===== config.mk =====
export PLATFORM = sky130hd
export DESIGN_NAME = div_ctrl
export DESIGN_NICKNAME = d
export VERILOG_FILES = /design/src/rtl/div_ctrl_pkg.sv /design/src/rtl/div_step.sv /design/src/rtl/div_ctrl.sv
export SDC_FILE = /design/constraint.sdc
export NUM_CORES = 1
export LEC_CHECK = 0
export CAP_MARGIN = 20
export CORE_MARGIN = 1.5
export CORE_UTILIZATION = 55
export CTS_BUF_LIST = sky130_fd_sc_hd__clkbuf_8 sky130_fd_sc_hd__clkbuf_16
export CTS_CLUSTER_DIAMETER = 80
export DETAILED_ROUTE_END_ITERATION = 8
export PLACE_DENSITY = 0.78
export SLEW_MARGIN = 10
export SYNTH_ARGS = -nofsm -noshare
export SYNTH_HDL_FRONTEND = slang
export SYNTH_SLANG_ARGS = --single-unit
export TNS_END_PERCENT = 100

===== constraint.sdc =====
create_clock -name clk -period 6.7 [get_ports clk]
set_clock_uncertainty 0.05 [all_clocks]
set_input_delay 0.67 -clock clk [delete_from_list [all_inputs] [get_ports clk]]
set_output_delay 0.67 -clock clk [all_outputs]
set_load 0.02 [all_outputs]

===== src/rtl/div_ctrl_pkg.sv =====
// Shared divider definitions: FSM state codes, handshake levels and the
// ALU op codes that route an instruction to the divider.
package div_ctrl_pkg;

    localparam logic [1:0] DivFree   = 2'b00;
    localparam logic [1:0] DivByZero = 2'b01;
    localparam logic [1:0] DivOn     = 2'b10;
    localparam logic [1:0] DivEnd    = 2'b11;

    localparam logic DivResultReady    = 1'b1;
    localparam logic DivResultNotReady = 1'b0;
    localparam logic DivStart          = 1'b1;
    localparam logic DivStop           = 1'b0;

    localparam logic [7:0] EXE_DIV_OP  = 8'b0001_1010;
    localparam logic [7:0] EXE_DIVU_OP = 8'b0001_1011;

    typedef enum logic [1:0] {
        DIV_FREE    = DivFree,
        DIV_BY_ZERO = DivByZero,
        DIV_ON      = DivOn,
        DIV_END     = DivEnd
    } div_state_e;

    function automatic logic is_div_op(input logic [7:0] op);
        return (op == EXE_DIV_OP) || (op == EXE_DIVU_OP);
    endfunction

endpackage


===== src/rtl/div_step.sv =====
// One restoring-division iteration: shift {remainder, dividend} left by one,
// subtract the divisor when it fits and shift the quotient bit in.
module div_step #(
    parameter int WIDTH = 32
) (
    input  logic [WIDTH-1:0] rem_i,
    input  logic [WIDTH-1:0] dvd_i,
    input  logic [WIDTH-1:0] dsr_i,
    output logic [WIDTH-1:0] rem_o,
    output logic [WIDTH-1:0] dvd_o
);

    logic [WIDTH:0] upper;
    logic [WIDTH:0] diff;

    // diff[WIDTH] is the borrow: set when the shifted remainder is below the divisor
    always_comb begin
        upper = {rem_i, dvd_i[WIDTH-1]};
        diff  = upper - {1'b0, dsr_i};
        rem_o = diff[WIDTH] ? upper[WIDTH-1:0] : diff[WIDTH-1:0];
        dvd_o = {dvd_i[WIDTH-2:0], ~diff[WIDTH]};
    end

endmodule


===== src/rtl/div_ctrl.sv =====
// Iterative restoring divider sequencer for DIV/DIVU beside the EX stage:
// accepts operands on start, stalls the pipe, returns {remainder, quotient}.
module div_ctrl
    import div_ctrl_pkg::*;
#(
    parameter int WIDTH = 32
) (
    input  logic               clk,
    input  logic               rst,
    input  logic               signed_div_i,
    input  logic [WIDTH-1:0]   opdata1_i,
    input  logic [WIDTH-1:0]   opdata2_i,
    input  logic               start_i,
    input  logic               annul_i,
    output logic [2*WIDTH-1:0] result_o,
    output logic               ready_o,
    output logic               stallreq_o
);

    localparam int CNT_W = $clog2(WIDTH) + 1;

    div_state_e       state_q, state_d;
    logic [CNT_W-1:0] cnt_q;
    logic [WIDTH-1:0] rem_q, dvd_q, dsr_q;
    logic [WIDTH-1:0] rem_nxt, dvd_nxt;
    logic             sgn_q, dvd_neg_q, dsr_neg_q;
    logic             accept, steps_done;

    function automatic logic [WIDTH-1:0] neg_if(input logic en, input logic [WIDTH-1:0] v);
        return en ? (~v + 1'b1) : v;
    endfunction

    assign accept     = (start_i == DivStart) && !annul_i;
    assign steps_done = (cnt_q == CNT_W'(WIDTH));
    assign stallreq_o = start_i & ~ready_o & ~annul_i;

    div_step #(.WIDTH(WIDTH)) u_step (
        .rem_i (rem_q),
        .dvd_i (dvd_q),
        .dsr_i (dsr_q),
        .rem_o (rem_nxt),
        .dvd_o (dvd_nxt)
    );

    always_comb begin
        state_d = state_q;
        case (state_q)
            DIV_FREE:    if (accept) state_d = (opdata2_i == '0) ? DIV_BY_ZERO : DIV_ON;
            DIV_BY_ZERO: state_d = DIV_END;
            DIV_ON: begin
                if (annul_i)         state_d = DIV_FREE;
                else if (steps_done) state_d = DIV_END;
            end
            DIV_END:     if (start_i == DivStop) state_d = DIV_FREE;
            default:     state_d = DIV_FREE;
        endcase
    end

    always_ff @(posedge clk or negedge rst) begin
        if (!rst) state_q <= DIV_FREE;
        else      state_q <= state_d;
    end

    // Operands are held as magnitudes; signs are restored once all steps are done
    always_ff @(posedge clk or negedge rst) begin
        if (!rst) begin
            cnt_q     <= '0;
            rem_q     <= '0;
            dvd_q     <= '0;
            dsr_q     <= '0;
            sgn_q     <= 1'b0;
            dvd_neg_q <= 1'b0;
            dsr_neg_q <= 1'b0;
            result_o  <= '0;
            ready_o   <= DivResultNotReady;
        end else begin
            case (state_q)
                DIV_FREE: begin
                    ready_o  <= DivResultNotReady;
                    result_o <= '0;
                    if (accept && opdata2_i != '0) begin
                        dvd_q     <= neg_if(signed_div_i & opdata1_i[WIDTH-1], opdata1_i);
                        dsr_q     <= neg_if(signed_div_i & opdata2_i[WIDTH-1], opdata2_i);
                        rem_q     <= '0;
                        sgn_q     <= signed_div_i;
                        dvd_neg_q <= opdata1_i[WIDTH-1];
                        dsr_neg_q <= opdata2_i[WIDTH-1];
                        cnt_q     <= '0;
                    end
                end
                DIV_BY_ZERO: begin
                    ready_o  <= DivResultReady;
                    result_o <= '0;
                end
                DIV_ON: begin
                    if (!annul_i) begin
                        if (!steps_done) begin
                            rem_q <= rem_nxt;
                            dvd_q <= dvd_nxt;
                            cnt_q <= cnt_q + 1'b1;
                        end else begin
                            result_o <= {neg_if(sgn_q & dvd_neg_q, rem_q),
                                         neg_if(sgn_q & (dvd_neg_q ^ dsr_neg_q), dvd_q)};
                            ready_o  <= DivResultReady;
                        end
                    end
                end
                DIV_END: begin
                    if (start_i == DivStop) begin
                        ready_o  <= DivResultNotReady;
                        result_o <= '0;
                    end
                end
                default: ready_o <= DivResultNotReady;
            endcase
        end
    end

endmodule


==> results by group <==
Run status
  • Status: finished clean

Floorplanning
  • # rows: 53
  • Top-level port count: 135
  • Core area: 21000 sq um
  • Die Ht: 149 microns
  • Initial Util: 0.559
  • Chip width: 149 microns
  • Die area: 22300 sq um

Clock tree
  • H-tree lvl count: 4
  • Skew-Pair Late Insertion Delay: 0.43 ns
  • CTS sink count: 172
  • Setup bufs post-CTS: 0
  • Number of CTS-inserted buffers: 17
  • Number of cells upsized or downsized after cts: 0
  • CTS Hold Bufs: 0
  • Root Driver: clkbuf_16
  • Reg clk slew, reported paths: 0.07 ns
  • Clock buffer depth: 2
  • CTS tree: done

Timing
  • Worst hold slack: 0.267 ns
  • Final Critical Period: 4.21 ns
  • Pin slew with the least headroom to its limit: 1.11 ns
  • Final Hold Viols: 0
  • Unrepaired setup endpoints after global routing: no
  • Slew Limit Fails: 0
  • Period utilization: 0.628
  • Setup tns final: 0 ns
  • Slew HR: 0.242
  • Achievable frequency: 0.238 GHz
  • Final WS setup: 2.49 ns
  • Endpoints failing setup: 0

Detailed routing
  • DR WL/cell: 16.9 microns
  • Iter 0 DRT Violations: 821
  • Remaining antenna violation count: 0
  • WL final: 29800 microns
  • Detailed-route DRC error count: 0
  • Post-DR vias/cell: 5.95
  • Drt pass-1 iters: 5
  • Vias post-DR: 10472

Synthesis
  • Cells after Synth: 1395
  • FF+latch count, synth: 172
  • Mapped cell area: 11800 sq um
  • Syn avg cell area: 8.43 sq um
  • Post-synth EDFFs: 0
  • Yosys top cell area share: 0.366
  • Warnings from Yosys: 0
  • Top cells by area, synth: dfrtp_1 (37%), nand2_1 (6.7%), xor2_1 (5.4%), xnor2_1 (5.1%), a21oi_1 (5.0%)
  • Async set-reset flop share out of synthesis: 1.00
  • Register area share after synthesis: 0.366
  • Yosys top cell by area: dfrtp_1
  • Syn Nets: 1507
  • Count of cell types in the netlist: 75
  • Post-synth top flop: dfrtp_1

Final layout
  • FF+latch area: 4300 sq um
  • Nets: 1585
  • Fin cells: 1761
  • P&R area growth vs syn: 16.3%
  • # fillers: 1788
  • N_diodes: 0
  • Footprint of the multi-input gates: 6870 sq um
  • Layout cells sized above 1: 0.0437
  • Util after Layout: 0.651

Worst setup path
  • Reg2Reg Launch Point: rem_q[0]
  • Crit-path cells: clkdlybuf4s50_1 > inv_1 > ha_1 > or3b_2 > nor3_4 > nand4b_1 > o41ai_1 > a221o_4 > buf_4 > nor3_1 > a21oi_1 > o21ai_0
  • Reg-to-reg setup timing slack: 2.83 ns
  • Crit end category: flop
  • CP Class: primary input to flop
  • Worst Path Required: 6.94 ns
  • Crit path max fanout: 55
  • Cells on worst reg2reg path: 11
  • CP arrival: 4.45 ns
  • CP bufs+invs: 3
  • Slowest stage delay, CP: 0.63 ns
  • Delay-heaviest family, CP: compound AO/OA/AOI/OAI gates
  • Crit-path slowest cell: a221o_4
  • CP startpoint kind: primary input
  • Worst R2R End: rem_q[24]

Power and ir drop
  • Leakage Power: 5.78 nW
  • Pwr Density: 361 nW/um^2
  • Max IR drop VDD: 0.226 mV

Placed design
  • PortBufs: 134
  • Post-placement setup slack: 2.09 ns
  • Final HPWL DP: 21900 microns
  • Gpl congestion: 0.881
  • Cell total after placement: 1729

Global route
  • Initial antenna violation count: 1
  • Pin count of the biggest net entering global routing: 99
  • Number of global-route vias before repair: 9604
  • Gr usage total: 0.275
  • Gr ovfl total: 0
  • First-pass GRT wire length: 49100 microns

Job
  • Max-cap violations: 0

Hold path
  • Hold WC Path Type: primary input to asynchronous set/reset pin
[registers in the layout (all words and copies together), names as in the netlist]
register and cells:
cnt_q 6, dsr_neg_q 1, dsr_q 32, dvd_neg_q 1
dvd_q 32, ready_o 1, rem_q 32, result_o 64
sgn_q 1, state_q 2
[worst reg2reg max path, stage by stage (launching register included)]
cell and delay (ns):
dfrtp_1 0.49, inv_1 0.21, fa_1 0.46, nand2b_1 0.20, a21o_1 0.22, a211o_1 0.34, a21o_1 0.27, a21boi_0 0.26
o211a_1 0.28, buf_4 0.44, nand2_1 0.29, o221ai_1 0.26
[where the power goes]
part	internal, mW	total (mW)	switching, mW	leakage, nW
combinational	0.888	2.40	1.51	3.27
sequential	1.33	1.60	0.273	2.24
clock	0.521	0.941	0.420	0.272
[placed cells by master, fill, tap and decap left out, drive strengths merged, types with 8 or more instances in the layout]
master	count
clkbuf	18
nand4	9
dfrtp	172
o41ai	12
nand2b	14
a21oi	117
a31oi	14
xor2	73
o31ai	64
nor2	95
xnor2	68
clkinv	8
nand3	17
o221ai	16
mux2i	27
a21o	14
or3	15
ha	42
o21ai	130
nor4	14
or4	15
nor3	29
and2	9
nand2	210
inv	59
clkdlybuf4s50	133
[layer usage]
metal / up-vias / GRT usage / wire (microns)
li1: 5113 / - / -
met1: 4991 / 0.416 / 14600
met2: 343 / 0.411 / 13000
met3: 23 / 0.0419 / 1780
met4: 2 / 0.0683 / 317
met5: - / 0 / 13
[cells in the mapped netlist, types with 7 or more instances]
cell type,n
o221ai_1,16
nand4_1,9
xnor2_1,68
and2_1,7
nor4_1,11
nor2_1,94
clkbuf_1,50
a21oi_1,117
ha_1,42
buf_2,17
a31oi_1,14
o31ai_1,64
or4_1,13
o21ai_1,22
dfrtp_1,172
nand3_1,16
xor2_1,73
o21ai_0,108
mux2i_1,27
a21o_1,14
nand2b_1,13
or3_1,15
inv_1,57
nand2_1,210
o41ai_1,9
nor3_1,26
[cell families after synthesis]
| logic type | synth area share |
|---|---|
| adder cells (fa/ha/maj) | 0.0464 |
| AND/OR/NAND/NOR | 0.184 |
| XOR/XNOR | 0.105 |
| AO/OA/AOI/OAI | 0.220 |
| multiplexers | 0.0268 |
| buffers and inverters | 0.0513 |
| flip-flops | 0.366 |
[per-stage QoR]
step	power [mW]	area [sq um]
2_1_floorplan	3.31	11800
3_3_place_gp	3.92	13100
3_5_place_dp	3.98	13100
4_1_cts	4.93	13700
5_1_grt	5.30	13700
6_report	4.94	13700
[worst max-delay path by stage]
stage / startpoint / to / slack [ns] / depth (start not counted)
4_1_cts: opdata2_i[0] / cnt_q[4] / 2.53 / 12
3_3_place_gp: opdata2_i[0] / cnt_q[4] / 2.18 / 12
5_1_grt: opdata2_i[0] / cnt_q[4] / 2.25 / 12
2_1_floorplan: opdata2_i[0] / dsr_neg_q / 3.55 / 10
3_5_place_dp: opdata2_i[0] / cnt_q[4] / 2.09 / 12
6_report: opdata2_i[0] / dvd_q[1] / 2.49 / 12
[final cells by class]
class	instances	share of cell area
Clock inverter	14	0.00887
Sequential cell	172	0.315
Inverter	57	0.0156
Multi-Input combinational cell	1085	0.502
Clock buffer	18	0.0321
Tap cell	275	0.0251
Timing Repair Buffer	140	0.101
Note: power is estimated with default switching activity, not from simulation.
